<file path="src/rtl/dsp_mac_sequencer_if.sv">
// rtl/dsp_mac_sequencer_if.sv - operand, result and DSP slice signals of the MAC sequencer
interface dsp_mac_sequencer_if;
  logic        s_valid;
  logic        s_ready;
  logic [17:0] s_a;
  logic [17:0] s_b;
  logic [17:0] dsp_a;
  logic [17:0] dsp_b;
  logic [7:0]  dsp_opmode;
  logic        dsp_cep;
  logic        dsp_rstp;
  logic [47:0] dsp_p;
  logic        r_valid;
  logic        r_ready;
  logic [47:0] r_data;

  modport slave (
    input  s_valid, s_a, s_b, r_ready, dsp_p,
    output s_ready, r_valid, r_data, dsp_a, dsp_b, dsp_opmode, dsp_cep, dsp_rstp
  );

  modport master (
    output s_valid, s_a, s_b, r_ready, dsp_p,
    input  s_ready, r_valid, r_data, dsp_a, dsp_b, dsp_opmode, dsp_cep, dsp_rstp
  );
endinterface

</file>
<file path="src/rtl/dsp_mac_sequencer.sv">
// rtl/dsp_mac_sequencer.sv - drives a 48-bit DSP slice to accumulate a LEN-beat dot product
module dsp_mac_sequencer #(
  parameter int LEN        = 8,
  parameter int MUL_LAT    = 2,
  parameter int OPMODE_REG = 1
) (
  input  logic clk,
  input  logic rst_n,
  input  logic abort,
  dsp_mac_sequencer_if.slave mac
);
  localparam int CNT_W  = (LEN > 1) ? $clog2(LEN) : 1;
  localparam int OP_TAP = MUL_LAT - OPMODE_REG;
  localparam int F_W    = (OP_TAP > 0) ? OP_TAP : 1;
  localparam logic [CNT_W-1:0] LAST = CNT_W'(LEN - 1);

  typedef enum logic [1:0] {IDLE, STREAM, DRAIN, HOLD} state_t;

  state_t           state;
  logic [CNT_W-1:0] cnt;
  logic [MUL_LAT:0] v_pipe;
  logic [F_W-1:0]   f_pipe;
  logic             accept;
  logic             first_now;
  logic [MUL_LAT:0] v_tap;
  logic [F_W:0]     f_tap;

  // Tap d of the delay lines describes the beat accepted d edges earlier.
  assign accept    = mac.s_valid & mac.s_ready;
  assign first_now = accept & (cnt == '0);
  assign v_tap     = {v_pipe[MUL_LAT-1:0], accept};
  assign f_tap     = {f_pipe, first_now};

  always_ff @(posedge clk or negedge rst_n) begin
    if (!rst_n) begin
      state          <= IDLE;
      cnt            <= '0;
      v_pipe         <= '0;
      f_pipe         <= '0;
      mac.s_ready    <= 1'b0;
      mac.dsp_a      <= '0;
      mac.dsp_b      <= '0;
      mac.dsp_opmode <= '0;
      mac.dsp_cep    <= 1'b0;
      mac.dsp_rstp   <= 1'b0;
      mac.r_valid    <= 1'b0;
      mac.r_data     <= '0;
    end else begin
      v_pipe         <= v_tap;
      f_pipe         <= f_tap[F_W-1:0];
      mac.dsp_rstp   <= 1'b0;
      mac.dsp_cep    <= v_tap[MUL_LAT];
      mac.dsp_opmode <= v_tap[OP_TAP] ? (f_tap[OP_TAP] ? 8'h01 : 8'h09) : 8'h00;

      if (abort) begin
        state          <= STREAM;
        cnt            <= '0;
        v_pipe         <= '0;
        f_pipe         <= '0;
        mac.s_ready    <= 1'b1;
        mac.r_valid    <= 1'b0;
        mac.dsp_rstp   <= 1'b1;
        mac.dsp_cep    <= 1'b0;
        mac.dsp_opmode <= 8'h00;
      end else begin
        case (state)
          IDLE: begin
            state       <= STREAM;
            mac.s_ready <= 1'b1;
          end
          STREAM: begin
            if (accept) begin
              mac.dsp_a <= mac.s_a;
              mac.dsp_b <= mac.s_b;
              if (cnt == LAST) begin
                cnt         <= '0;
                mac.s_ready <= 1'b0;
                state       <= DRAIN;
              end else begin
                cnt <= cnt + 1'b1;
              end
            end
          end
          // Once every slot has left the delay line the slice P holds the final sum.
          DRAIN: begin
            if (v_pipe == '0) begin
              mac.r_data  <= mac.dsp_p;
              mac.r_valid <= 1'b1;
              state       <= HOLD;
            end
          end
          HOLD: begin
            if (mac.r_ready) begin
              mac.r_valid <= 1'b0;
              mac.s_ready <= 1'b1;
              state       <= STREAM;
            end
          end
          default: state <= IDLE;
        endcase
      end
    end
  end
endmodule

</file>
<file path="src/flat_wrapper.sv">
// flat-port wrapper written by rule: the top's interface ports become plain ports
module dsp_mac_sequencer_flat 
#(
  parameter int LEN        = 8,
  parameter int MUL_LAT    = 2,
  parameter int OPMODE_REG = 1
)
  (clk, rst_n, abort, mac_s_valid, mac_s_a, mac_s_b, mac_r_ready, mac_dsp_p, mac_s_ready, mac_r_valid, mac_r_data, mac_dsp_a, mac_dsp_b, mac_dsp_opmode, mac_dsp_cep, mac_dsp_rstp);
  dsp_mac_sequencer_if mac_i ();
  input  logic clk;
  input  logic rst_n;
  input  logic abort;
  input wire logic [$bits(mac_i.s_valid)-1:0] mac_s_valid;
  input wire logic [$bits(mac_i.s_a)-1:0] mac_s_a;
  input wire logic [$bits(mac_i.s_b)-1:0] mac_s_b;
  input wire logic [$bits(mac_i.r_ready)-1:0] mac_r_ready;
  input wire logic [$bits(mac_i.dsp_p)-1:0] mac_dsp_p;
  output wire logic [$bits(mac_i.s_ready)-1:0] mac_s_ready;
  output wire logic [$bits(mac_i.r_valid)-1:0] mac_r_valid;
  output wire logic [$bits(mac_i.r_data)-1:0] mac_r_data;
  output wire logic [$bits(mac_i.dsp_a)-1:0] mac_dsp_a;
  output wire logic [$bits(mac_i.dsp_b)-1:0] mac_dsp_b;
  output wire logic [$bits(mac_i.dsp_opmode)-1:0] mac_dsp_opmode;
  output wire logic [$bits(mac_i.dsp_cep)-1:0] mac_dsp_cep;
  output wire logic [$bits(mac_i.dsp_rstp)-1:0] mac_dsp_rstp;
  assign mac_i.s_valid = mac_s_valid;
  assign mac_i.s_a = mac_s_a;
  assign mac_i.s_b = mac_s_b;
  assign mac_i.r_ready = mac_r_ready;
  assign mac_i.dsp_p = mac_dsp_p;
  assign mac_s_ready = mac_i.s_ready;
  assign mac_r_valid = mac_i.r_valid;
  assign mac_r_data = mac_i.r_data;
  assign mac_dsp_a = mac_i.dsp_a;
  assign mac_dsp_b = mac_i.dsp_b;
  assign mac_dsp_opmode = mac_i.dsp_opmode;
  assign mac_dsp_cep = mac_i.dsp_cep;
  assign mac_dsp_rstp = mac_i.dsp_rstp;
  dsp_mac_sequencer #(.LEN(LEN), .MUL_LAT(MUL_LAT), .OPMODE_REG(OPMODE_REG)) u_core (.clk(clk), .rst_n(rst_n), .abort(abort), .mac(mac_i));
endmodule
</file>
<file path="config.mk">
export PLATFORM = sky130hd
export DESIGN_NAME = dsp_mac_sequencer_flat
export DESIGN_NICKNAME = d
export VERILOG_FILES = /design/src/rtl/dsp_mac_sequencer_if.sv /design/src/rtl/dsp_mac_sequencer.sv /design/src/flat_wrapper.sv
export SDC_FILE = /design/constraint.sdc
export NUM_CORES = 1
export LEC_CHECK = 0
export BUFFER_PORTS_ARGS = -buffer_cell sky130_fd_sc_hd__buf_2
export CAP_MARGIN = 20
export CORE_AREA = 2 2 82 115
export CTS_BUF_LIST = sky130_fd_sc_hd__clkbuf_16
export CTS_CLUSTER_DIAMETER = 200
export DETAILED_ROUTE_END_ITERATION = 10
export DIE_AREA = 0 0 84 117
export PLACE_DENSITY = 0.79
export SLEW_MARGIN = 15
export SYNTH_ARGS = -nofsm -noshare
export SYNTH_HDL_FRONTEND = slang
export SYNTH_SLANG_ARGS = --single-unit
</file>
<file path="constraint.sdc">
create_clock -name clk -period 2.5 [get_ports clk]
set_input_delay 0.25 -clock clk [delete_from_list [all_inputs] [get_ports clk]]
set_output_delay 0.25 -clock clk [all_outputs]
set_load 0.02 [all_outputs]
</file>
== Yosys cells after proc, flatten, opt, wreduce, memory -nomap -nowiden ==
Index checks and enable logic that the tools add are counted.
Storage, ports and cells
  bits in registers: 105
  word-level logic and storage cells: 63
  input port bits: 89
Operators by class
  bitwise gates (word level): 3
  $add $sub $neg: 1
  equal/unequal tests: 8
  reduce and logical (&&, ||, !) cells: 13
  mux-type cells: 26
Operator list (number)
  8-bit two-way mux: 2
  3-bit two-way mux: 5
  1-bit two-way mux: 10
  2-bit two-way mux: 5
  3-bit by 2-bit inequality test with 1-bit output (second input constant): 3
  3-bit AND reduction: 3
  2-bit case mux with 4 select lines: 1
  4-bit AND reduction: 2
  3-bit logical NOT: 2
  2-bit equality test (second input constant): 2
  4-bit two-way mux: 1
  2-bit nonzero test: 2
  4-bit nonzero test: 1
  3-bit by 1-bit adder with 3-bit output (second input constant): 1
  3-bit equality test (second input constant): 1
  3-bit inequality test (second input constant): 1
  1-bit case mux with 3 select lines: 1
  3-bit nonzero test: 1
  1-bit bitwise AND: 2
  2-bit by 1-bit equality test with 1-bit output (second input constant): 1
  2-bit logical NOT: 1
  1-bit case mux with 2 select lines: 1
  2-bit AND reduction: 1
  1-bit NOT: 1

== Logic depth before layout (Yosys ltp) ==
Gate-level depths: netlist of run 1.
  word-level depth: 5
  depth in mapped cells: 7
  mapped depth without buffers: 6

== Worst setup path after synthesis of run 1 ==
OpenSTA, ideal clock, no wires.
  path type: register to register
  from: register u_core.state[1]
  to: register u_core.mac.dsp_a[10]
  cell stages (with the launch flop): 8
  slack: 779 ps
  data arrival time: 1596 ps
  buffers on the path: 2
  cell sequence: dfrtp_1 inv_1 ha_1 inv_1 or3_1 buf_6 buf_12 mux2_4
Between the ends
  longest elaborated chain between the ends: 2
Ends and longest elaborated chain
  start, declared: line dsp_mac_sequencer.sv:19  | state_t state;
  start signal, assigned: line dsp_mac_sequencer.sv:36  | state <= IDLE;
  start signal, assigned: line dsp_mac_sequencer.sv:56  | state <= STREAM;
  start signal, assigned: line dsp_mac_sequencer.sv:68  | state <= STREAM;
  2-bit by 1-bit equality test with 1-bit output: line dsp_mac_sequencer.sv:66  | case (state)
  3-bit AND reduction (no source line)
  end signal, assigned: line dsp_mac_sequencer.sv:73  | mac.dsp_a <= mac.s_a;
  end, declared: line dsp_mac_sequencer_if.sv:19  | output s_ready, r_valid, r_data, dsp_a, dsp_b, dsp_opmode, dsp_cep, dsp_rstp
No other way between the ends.
A chain may end at the register's enable or synchronous reset.

== Final worst setup path of run 1 ==
  from: register u_core.state[1]
  to: register u_core.mac.dsp_b[2]
Between the ends
  longest elaborated chain between the ends: 2
Ends and longest elaborated chain
  2-bit by 1-bit equality test with 1-bit output: line dsp_mac_sequencer.sv:66
  3-bit AND reduction (no source line)
  end signal, assigned: line dsp_mac_sequencer.sv:74  | mac.dsp_b <= mac.s_b;
  end, declared: line dsp_mac_sequencer_if.sv:19
No other way between the ends.

==> out/metrics.cfg, run 1 <==
[timing]
finalSetupViolations = 0
tightest_slew_ns = 0.613
slew_violations = 0
relSlewSlack_pct = 59.1
finClkSkew_ns = 0.00482
layout_min_cycle_time_ns = 2.02
fmax_mhz = 496
fin_setup_tns_ns = 0
fin_crit_sh_pct = 80.6
hold_viol = 0
holdWs_ns = 0.143
rsz0062_at_grt = no

[placed_design]
gp_congestion = 0.807
portBuffers = 178
dp_hpwl_mm = 6.44

[critical_path]
reg2reg_slack_ns = 0.48
crit_family = buffers and inverters
path_cells = inv_1 > ha_1 > inv_1 > or3_2 > buf_4 > mux2_4
worstPathMaxFanout = 36
r2r-end = u_core.mac.dsp_b[2]
rr_worst_depth = 6
cp.depth = 6
required_ns = 2.72
worst-path-buf-inv = 3
crit_path_end = u_core.mac.dsp_b[2]
critPathMaxStageDelay_ns = 0.45
cp_common_cell = inv_1
arrival_ns = 2.23
crit_type = reg2reg
cp-start-kind = flip-flop
startpoint = u_core.state[1]
endpoint_kind = flip-flop
timing.rr.start = u_core.state[1]
crit_slowest_cell = or3_2

[power]
ir_worst_vdd_mv = 0.652
p_leak_nw = 2.82
power_density_nw_per_um2 = 1320

[logic_synthesis]
syn_avg_cell_area_um2 = 16.1
synth.yosys.seq_area_share_pct = 61.1
synth_cell_type_count = 29
syn_area_um2 = 3970
synth_cells = 246
synth_seq_cells = 97
yosysWarnings = 0

[cts]
ctsLongestPathBuffers = 2
cts-root-buf = clkbuf_16
cts_sinks = 97
clk-insertion-delay-late_ns = 0.33
cts_tree = built
cts_buffers = 9
cts.clk_slew.worst_paths_ns = 0.07
cts-htree-levels = 3

[global_routing]
grt_pass1_wl_mm = 12.7
antenna_found_initial = 0
grt_start_max_net_pins = 49
globalRouteOverflowTotal = 0
track_usage_pct = 16.7
grt_pass1_vias = 2637

[detailed_routing]
ant_nets = 0
wl_met3_um = 454
met2_length_mm = 4.72
top_layer = met4
first_iter_violations = 76
vias = 2586
drcViolationCount = 0
vias_per_cell = 4.80
met1Wirelength_mm = 2.98
first_pass_iters = 4
routed_wirelength_mm = 8.42
wl_per_cell_um = 15.6

[floorplanning]
initial_utilization_pct = 44.7
core_region_area_um2 = 8870
ios = 185
fp.dieH_um = 117
std_cell_rows = 41
dieArea_um2 = 9830
die_w_um = 84

[hold_path]
min_from = mac_s_a[11]
min-delay-path-class = in2reg

[layout]
nets = 523
drive_gt1_share_pct = 66.2
syn_to_final_growth_pct = 31.7
layout_common_cells = buf_2 (177), dfrtp_1 (97), mux2_2 (55)
final_common_cell = buf_2
antenna_cells = 0

[outcome]
status = complete, no violations

[job]
drv_cap = 0

-- timing repair --
action	CTS	global route
resized for setup	0	0
hold buffers	1	0
setup buffers	0	0
hold endpoints to repair	37	0
endpoints found under the setup margin	0	0
-- worst min path at each step --
stage               slack [ns]                     to  cells after the start
global placement          0.24   u_core.mac.dsp_a[11]                      1
detailed placement        0.25   u_core.mac.dsp_a[11]                      1
CTS                       0.14   u_core.mac.dsp_a[11]                      2
global route              0.14  u_core.mac.r_data[13]                      2
floorplan                -0.05          u_core.cnt[0]                      0
finish                    0.14   u_core.mac.dsp_a[11]                      2
-- synthesized netlist by cell type, drive strengths merged --
cell / n / area share, %
dfrtp: 97 / 61
mux2: 85 / 27
buf: 16 / 4.1
inv: 7 / 0.66
ha: 6 / 1.9
nor2: 6 / 0.57
a21oi: 4 / 0.50
nor2b: 3 / 0.47
nor3: 3 / 0.66
mux2i: 2 / 0.50
nand2: 2 / 0.25
nand3: 2 / 0.25
nor3b: 2 / 0.38
o21ai: 2 / 0.25
a22oi: 1 / 0.19
a311oi: 1 / 0.22
clkbuf: 1 / 0.094
conb: 1 / 0.094
nand2b: 1 / 0.16
nor4b: 1 / 0.22
o22ai: 1 / 0.16
or2b: 1 / 0.19
or3: 1 / 0.16
-- stage by stage --
step	area, µm²	cells	setup slack (ns)	power [mW]	utilization (%)
after detailed placement	4900	523	0.492	5.52	55.2
after global routing	5230	539	0.386	7.27	58.9
final	5230	539	0.485	6.91	58.9
after floorplan	3990	251	0.779	4.56	-
after CTS	5230	539	0.483	6.99	58.9
after global placement	4900	523	0.563	5.41	55.2
-- area by class of cell --
| type | instances | area (µm²) |
|---|---|---|
| Inverter | 7 | 26.3 |
| Tap cell | 107 | 134 |
| Clock buffer | 9 | 225 |
| Fill cell | 728 | 3650 |
| Multi-Input combinational cell | 130 | 1380 |
| Clock inverter | 6 | 92.6 |
| Sequential cell | 97 | 2430 |
| Timing Repair Buffer | 183 | 946 |
-- flip-flops by register name, indices dropped and copies added (netlist names), 2 cells and up --
register and cells:
u_core.mac.r_data 48, u_core.mac.dsp_a 18, u_core.mac.dsp_b 18, u_core.cnt 3
u_core.state 2, u_core.v_pipe 2
-- metal layers --
layer  vias up  GRT usage [%]
li1       1197              -
met1      1273           17.5
met2        99           31.0
met3        17           3.65
met4         0           9.35
met5         -              0
-- kinds of logic (layout without fill, tap and decap cells) --
kind of cell,Yosys count,after routing,synth area share [%]
AO/OA/AOI/OAI,9,9,1.32
adder cells (fa/ha/maj),6,6,1.89
buffers and inverters,24,205,4.82
flip-flops,97,97,61.1
multiplexers,87,87,27.4
other,1,6,0.0944
AND/OR/NAND/NOR,22,22,3.31
-- power by group --
| group | total [mW] | leakage [nW] | internal (mW) | switching, mW |
|---|---|---|---|---|
| clock network | 1.45 | 0.148 | 0.876 | 0.574 |
| logic | 2.84 | 1.48 | 1.30 | 1.55 |
| registers | 2.62 | 1.19 | 2.26 | 0.360 |
| total | 6.91 | 2.82 | 4.43 | 2.48 |
Power figures use the tool's default switching activity.
==> inputs of run 2 (changes only) <==
--- a/config.mk
+++ b/config.mk
@@ -5,6 +5,7 @@
 export SDC_FILE = /design/constraint.sdc
 export NUM_CORES = 1
 export LEC_CHECK = 0
+export ABC_AREA = 1
 export BUFFER_PORTS_ARGS = -buffer_cell sky130_fd_sc_hd__buf_2
 export CAP_MARGIN = 20
 export CORE_AREA = 2 2 82 115
@@ -12,7 +13,7 @@
 export CTS_CLUSTER_DIAMETER = 200
 export DETAILED_ROUTE_END_ITERATION = 10
 export DIE_AREA = 0 0 84 117
-export PLACE_DENSITY = 0.79
+export PLACE_DENSITY = 0.8
 export SLEW_MARGIN = 15
 export SYNTH_ARGS = -nofsm -noshare
 export SYNTH_HDL_FRONTEND = slang
==> constraint.sdc (replaced) <==
create_clock -name clk -period 2.1 [get_ports clk]
set_input_delay 0.21 -clock clk [delete_from_list [all_inputs] [get_ports clk]]
set_output_delay 0.21 -clock clk [all_outputs]
set_load 0.02 [all_outputs]
==> out/metrics.cfg, run 2 <==
[outcome]
status = complete, no violations

[layout]
syn_to_final_growth_pct = 30.1
drive_gt1_share_pct = 32.0
final_common_cell = buf_2
largest_register_ffs = 48
top_regs = u_core.mac.r_data x48, u_core.mac.dsp_a x18, u_core.mac.dsp_b x18
final_core_util_pct = 59.3
largest-register = u_core.mac.r_data
fin_area_um2 = 5260
layout_common_cells = buf_2 (177), nand2_1 (141), dfrtp_1 (97)
nets = 712

[critical_path]
arrival_ns = 1.93
rr_worst_depth = 7
reg2reg_slack_ns = 0.44
path_cells = inv_1 > ha_1 > nand3_1 > inv_1 > buf_4 > nand3_1 > nand2_1
worstPathMaxFanout = 37
required_ns = 2.37
cp-start-kind = flip-flop
critPathMaxStageDelay_ns = 0.41
crit_type = reg2reg
endpoint_kind = flip-flop
crit_slowest_cell = dfrtp_1

[cts]
cts-htree-levels = 3
cts_sinks = 97
cts.clk_slew.worst_paths_ns = 0.06
post-cts-setup-buffers = 0
cts_tree = built
cts-root-buf = clkbuf_16
clk-insertion-delay-late_ns = 0.34
cts_buffers = 9
ctsLongestPathBuffers = 2
cts_hold_buf = 1
cts.repair.resized = 0

[detailed_routing]
wl_per_cell_um = 12.2
vias = 3409
vias_per_cell = 4.68
first_pass_iters = 4
first_iter_violations = 171
drcViolationCount = 0
ant_nets = 0
routed_wirelength_mm = 8.92

[power]
seqPwrFrac_pct = 39.8
power_density_nw_per_um2 = 1490
p_leak_nw = 3.16
ir_worst_vdd_mv = 0.894
clkPwrFrac_pct = 21.5
p_sw_mw = 3.10
power.internal_mw = 4.73
power_frac_comb_pct = 38.8
switching_share_pct = 39.6

[logic_synthesis]
syn_area_um2 = 4050
synth.yosys.seq_area_share_pct = 60.0
ys_top_cells_by_area = dfrtp_1 (60%), nand2_1 (13%), inv_1 (5.7%)
yosys.area.top_type_share_pct = 60.0
synth_ff_type = dfrtp_1
yosysWarnings = 0
synth_cell_type_count = 21
yosys.area.top_type = dfrtp_1
synth-edff-count = 0
yosysMostFrequentCell = nand2_1
synth_cells = 447
async_flop_share_pct = 100
yosys-top-cells-count = nand2_1 (141), dfrtp_1 (97), inv_1 (61)
syn_avg_cell_area_um2 = 9.05
synth_seq_cells = 97

[timing]
finalSetupViolations = 0
fmax_mhz = 603
relSlewSlack_pct = 60.9
slew_violations = 0
layout_min_cycle_time_ns = 1.66
fin_setup_tns_ns = 0
rsz0062_at_grt = no
hold_viol = 0
tightest_slew_ns = 0.587
fin_crit_sh_pct = 79.0
finClkSkew_ns = 0.00792

[job]
drv_cap = 0

[global_routing]
grt_pass1_wl_mm = 14.5
grt_start_max_net_pins = 78
globalRouteOverflowTotal = 0
antenna_found_initial = 1
grt_pass1_vias = 3267
track_usage_pct = 18.4

[floorplanning]
dieArea_um2 = 9830
die_w_um = 84
ios = 185
initial_utilization_pct = 45.6
std_cell_rows = 41
fp.dieH_um = 117
core_region_area_um2 = 8870

[placed_design]
portBuffers = 178
dp_hpwl_mm = 6.63
gp_congestion = 0.770
place_area_um2 = 4940

[hold_path]
hold_path_depth = 1
min-delay-path-class = in2reg

[run 2: cell types whose count changed after synthesis, moves of 30 or more]
| cell | previous run | this run |
|---|---|---|
| mux2_2 | 55 | 0 |
| mux2_4 | 30 | 0 |
| nand3_1 | 2 | 43 |
| inv_1 | 7 | 61 |
| nand2_1 | 1 | 141 |
| o21ai_1 | 0 | 30 |
[run 2: layer usage]
metal / track usage [%] / wire length [µm] / vias up
li1: - / - / 1707
met1: 21.9 / 3670 / 1544
met2: 31.7 / 4370 / 142
met3: 4.28 / 680 / 16
met4: 8.92 / 199 / 0
met5: 0 / 0 / -
[run 2: cell families after synthesis]
group	Yosys count	synth area share (%)
compound gates	54	6.86
flops	97	60.0
simple gates	196	20.0
buf+inv	93	11.2
fa+ha+maj	6	1.86
other cells	1	0.0927
[run 2: area by class of cell]
cell class	count	area [µm²]
clock buffer	9	225
sequential	97	2430
antenna	1	2.50
tap	107	134
multi-input combinational	262	1180
fill	801	3610
timing repair buffer	184	966
clock inverter	6	83.8
inverter	63	239
[run 2: power groups by stage]
stage          sequential [mW]  clock (mW)  combinational, mW
2_1_floorplan             4.06           0               1.01
4_1_cts                   3.11        1.73               3.08
6_report                  3.11        1.68               3.04
3_3_place_gp              3.10           0               2.99
3_5_place_dp              3.12           0               3.09
5_1_grt                   3.20        1.80               3.37
[run 2: worst max-delay path, delay by kind of cell (launching register included)]
family / cells / cell delay (ns)
adder cells (fa/ha/maj): 1 / 0.22
buffers and inverters: 3 / 0.54
flip-flops: 1 / 0.41
AND/OR/NAND/NOR: 3 / 0.42
[run 2: worst paths after layout]
check,from,to
min in group asynchronous,rst_n,u_core.mac.dsp_b[16]
hold / removal,abort,u_core.mac.dsp_rstp
hold reg to reg,u_core.f_pipe,u_core.mac.dsp_opmode[3]
setup reg to reg,u_core.state[1],u_core.mac.dsp_a[9]
setup / recovery,u_core.state[1],u_core.mac.dsp_a[9]
max in group asynchronous,rst_n,u_core.mac.r_data[37]
[run 2: through the flow]
| stage | setup WS [ns] | hold slack (ns) | power, mW | cells |
|---|---|---|---|---|
| 2_1_floorplan | 0.690 | -0.0856 | 5.07 | 452 |
| 3_3_place_gp | 0.558 | 0.241 | 6.08 | 712 |
| 3_5_place_dp | 0.465 | 0.251 | 6.21 | 712 |
| 4_1_cts | 0.443 | 0.0909 | 7.93 | 728 |
| 5_1_grt | 0.259 | 0.103 | 8.36 | 728 |
| 6_report | 0.441 | 0.101 | 7.84 | 729 |
==> inputs of run 3 (changes only) <==
--- a/config.mk
+++ b/config.mk
@@ -5,15 +5,15 @@
 export SDC_FILE = /design/constraint.sdc
 export NUM_CORES = 1
 export LEC_CHECK = 0
-export ABC_AREA = 1
+export ABC_AREA = 0
 export BUFFER_PORTS_ARGS = -buffer_cell sky130_fd_sc_hd__buf_2
 export CAP_MARGIN = 20
-export CORE_AREA = 2 2 82 115
+export CORE_AREA = 2 2 86 121
 export CTS_BUF_LIST = sky130_fd_sc_hd__clkbuf_16
 export CTS_CLUSTER_DIAMETER = 200
 export DETAILED_ROUTE_END_ITERATION = 10
-export DIE_AREA = 0 0 84 117
-export PLACE_DENSITY = 0.8
+export DIE_AREA = 0 0 88 123
+export PLACE_DENSITY = 0.75
 export SLEW_MARGIN = 15
 export SYNTH_ARGS = -nofsm -noshare
 export SYNTH_HDL_FRONTEND = slang
==> constraint.sdc (replaced) <==
create_clock -name clk -period 1.5 [get_ports clk]
set_input_delay 0.15 -clock clk [delete_from_list [all_inputs] [get_ports clk]]
set_output_delay 0.15 -clock clk [all_outputs]
set_load 0.02 [all_outputs]
==> out/metrics.cfg, run 3 (synthesized netlist as in run 1, its figures left out) <==
[placed_design]
gp_congestion = 0.746
dp_hpwl_mm = 6.44
dp.cells = 566
place_area_um2 = 5090
pre_cts_ws_ns = -0.298
portBuffers = 178

[power]
power_density_nw_per_um2 = 2110
ir_worst_vdd_mv = 0.857
power_mw = 12.4
p_leak_nw = 3.17

[global_routing]
grt_start_max_net_pins = 49
globalRouteOverflowTotal = 0
antenna_found_initial = 0
track_usage_pct = 17.5
grt_pass1_vias = 2810
grt_pass1_wl_mm = 14.2

[critical_path]
rr_worst_depth = 6
required_ns = 1.72
crit_type = reg2reg
endpoint_kind = flip-flop
worstPathMaxFanout = 7
arrival_ns = 1.95
r2r-end = u_core.mac.dsp_b[6]
timing.rr.start = u_core.state[1]
cp-start-kind = flip-flop
reg2reg_slack_ns = -0.23

[cts]
ctsLongestPathBuffers = 2
cts_tree = built
clk-insertion-delay-late_ns = 0.34
cts_sinks = 97
cts-htree-levels = 3
cts-root-buf = clkbuf_16
cts.clk_slew.worst_paths_ns = 0.07
cts_buffers = 9

[timing]
fin_setup_tns_ns = -15.52
finClkSkew_ns = 0.00797
fin_ws_ns = -0.233
rsz0062_at_grt = yes
layout_min_cycle_time_ns = 1.73
holdWs_ns = 0.0404
fmax_mhz = 577
slew_violations = 0
finalSetupViolations = 86
hold_viol = 0
fin_crit_sh_pct = 116

[detailed_routing]
ant_nets = 0
first_iter_violations = 53
drcViolationCount = 0
vias = 2739
wl_per_cell_um = 16.4
first_pass_iters = 4
routed_wirelength_mm = 9.86
vias_per_cell = 4.57

[layout]
fin_area_um2 = 5860
largest-register = u_core.mac.r_data
antenna_cells = 0
top_regs = u_core.mac.r_data x48, u_core.mac.dsp_a x18, u_core.mac.dsp_b x18
final_common_cell = buf_2
layout_common_cells = buf_2 (177), dfrtp_1 (97), mux2_4 (46)
nets = 555
syn_to_final_growth_pct = 47.5
multi_input_area_um2 = 1500
final_cells = 600
fill_cells = 752
register_area_um2 = 2430
largest_register_ffs = 48
drive_gt1_share_pct = 71.0
final_core_util_pct = 60.2

[hold_path]
hold_path_depth = 2
min_to = u_core.mac.r_data[25]
min-delay-path-class = in2reg
min_from = mac_dsp_p[25]

[floorplanning]
dieArea_um2 = 10800
die_w_um = 88
std_cell_rows = 43
initial_utilization_pct = 40.8
core_region_area_um2 = 9740
ios = 185
fp.dieH_um = 123

[job]
drv_cap = 0

[outcome]
failed_checks = setup timing
status = complete, but fails checks

[run 3: timing repair]
| item | CTS | global route |
|---|---|---|
| hold buffers | 1 | 0 |
| pin swaps | 0 | 2 |
| endpoints found under the setup margin | 86 | 88 |
| cloned | 4 | 6 |
| hold endpoints to repair | 97 | 0 |
| buffers inserted | 4 | 3 |
| resized for setup | 26 | 8 |
[run 3: per-layer routing]
metal,global-route usage [%],share of wire [%],up-vias
met1,19.6,39,1361
met4,7.21,2.1,0
met2,31.4,55,90
li1,-,-,1272
met5,0,0,-
met3,4.07,4.0,16
[run 3: where the power goes]
| part | internal [mW] | switching, mW |
|---|---|---|
| clock network | 1.46 | 0.968 |
| registers | 3.76 | 0.604 |
| logic | 2.73 | 2.83 |
| total | 7.95 | 4.40 |
[run 3: final cells by class]
| type | instances | area share [%] |
|---|---|---|
| clock buffer | 9 | 3.84 |
| clock inverter | 7 | 1.60 |
| inverter | 7 | 0.448 |
| multi-input combinational | 130 | 25.6 |
| sequential | 97 | 41.4 |
| tap | 135 | 2.88 |
| timing repair buffer | 215 | 24.2 |
[run 3: how the worst max path moves through the flow]
stage / start / end / slack (ns) / cells past startpoint
floorplan: u_core.state[1] / u_core.mac.dsp_a[10] / -0.22 / 7
global placement: u_core.state[1] / u_core.mac.dsp_a[7] / -0.27 / 6
detailed placement: u_core.state[1] / u_core.mac.dsp_b[10] / -0.30 / 6
CTS: u_core.state[1] / u_core.mac.dsp_a[12] / -0.20 / 6
global route: u_core.state[0] / u_core.state[1] / -0.27 / 6
finish: u_core.state[1] / u_core.mac.dsp_b[6] / -0.23 / 6
[run 3: critical path: stages (launching register included)]
cell       delay (ns)
dfrtp_1          0.38
inv_1            0.06
ha_2             0.19
inv_2            0.04
or3_4            0.44
clkbuf_16        0.21
mux2_4           0.29
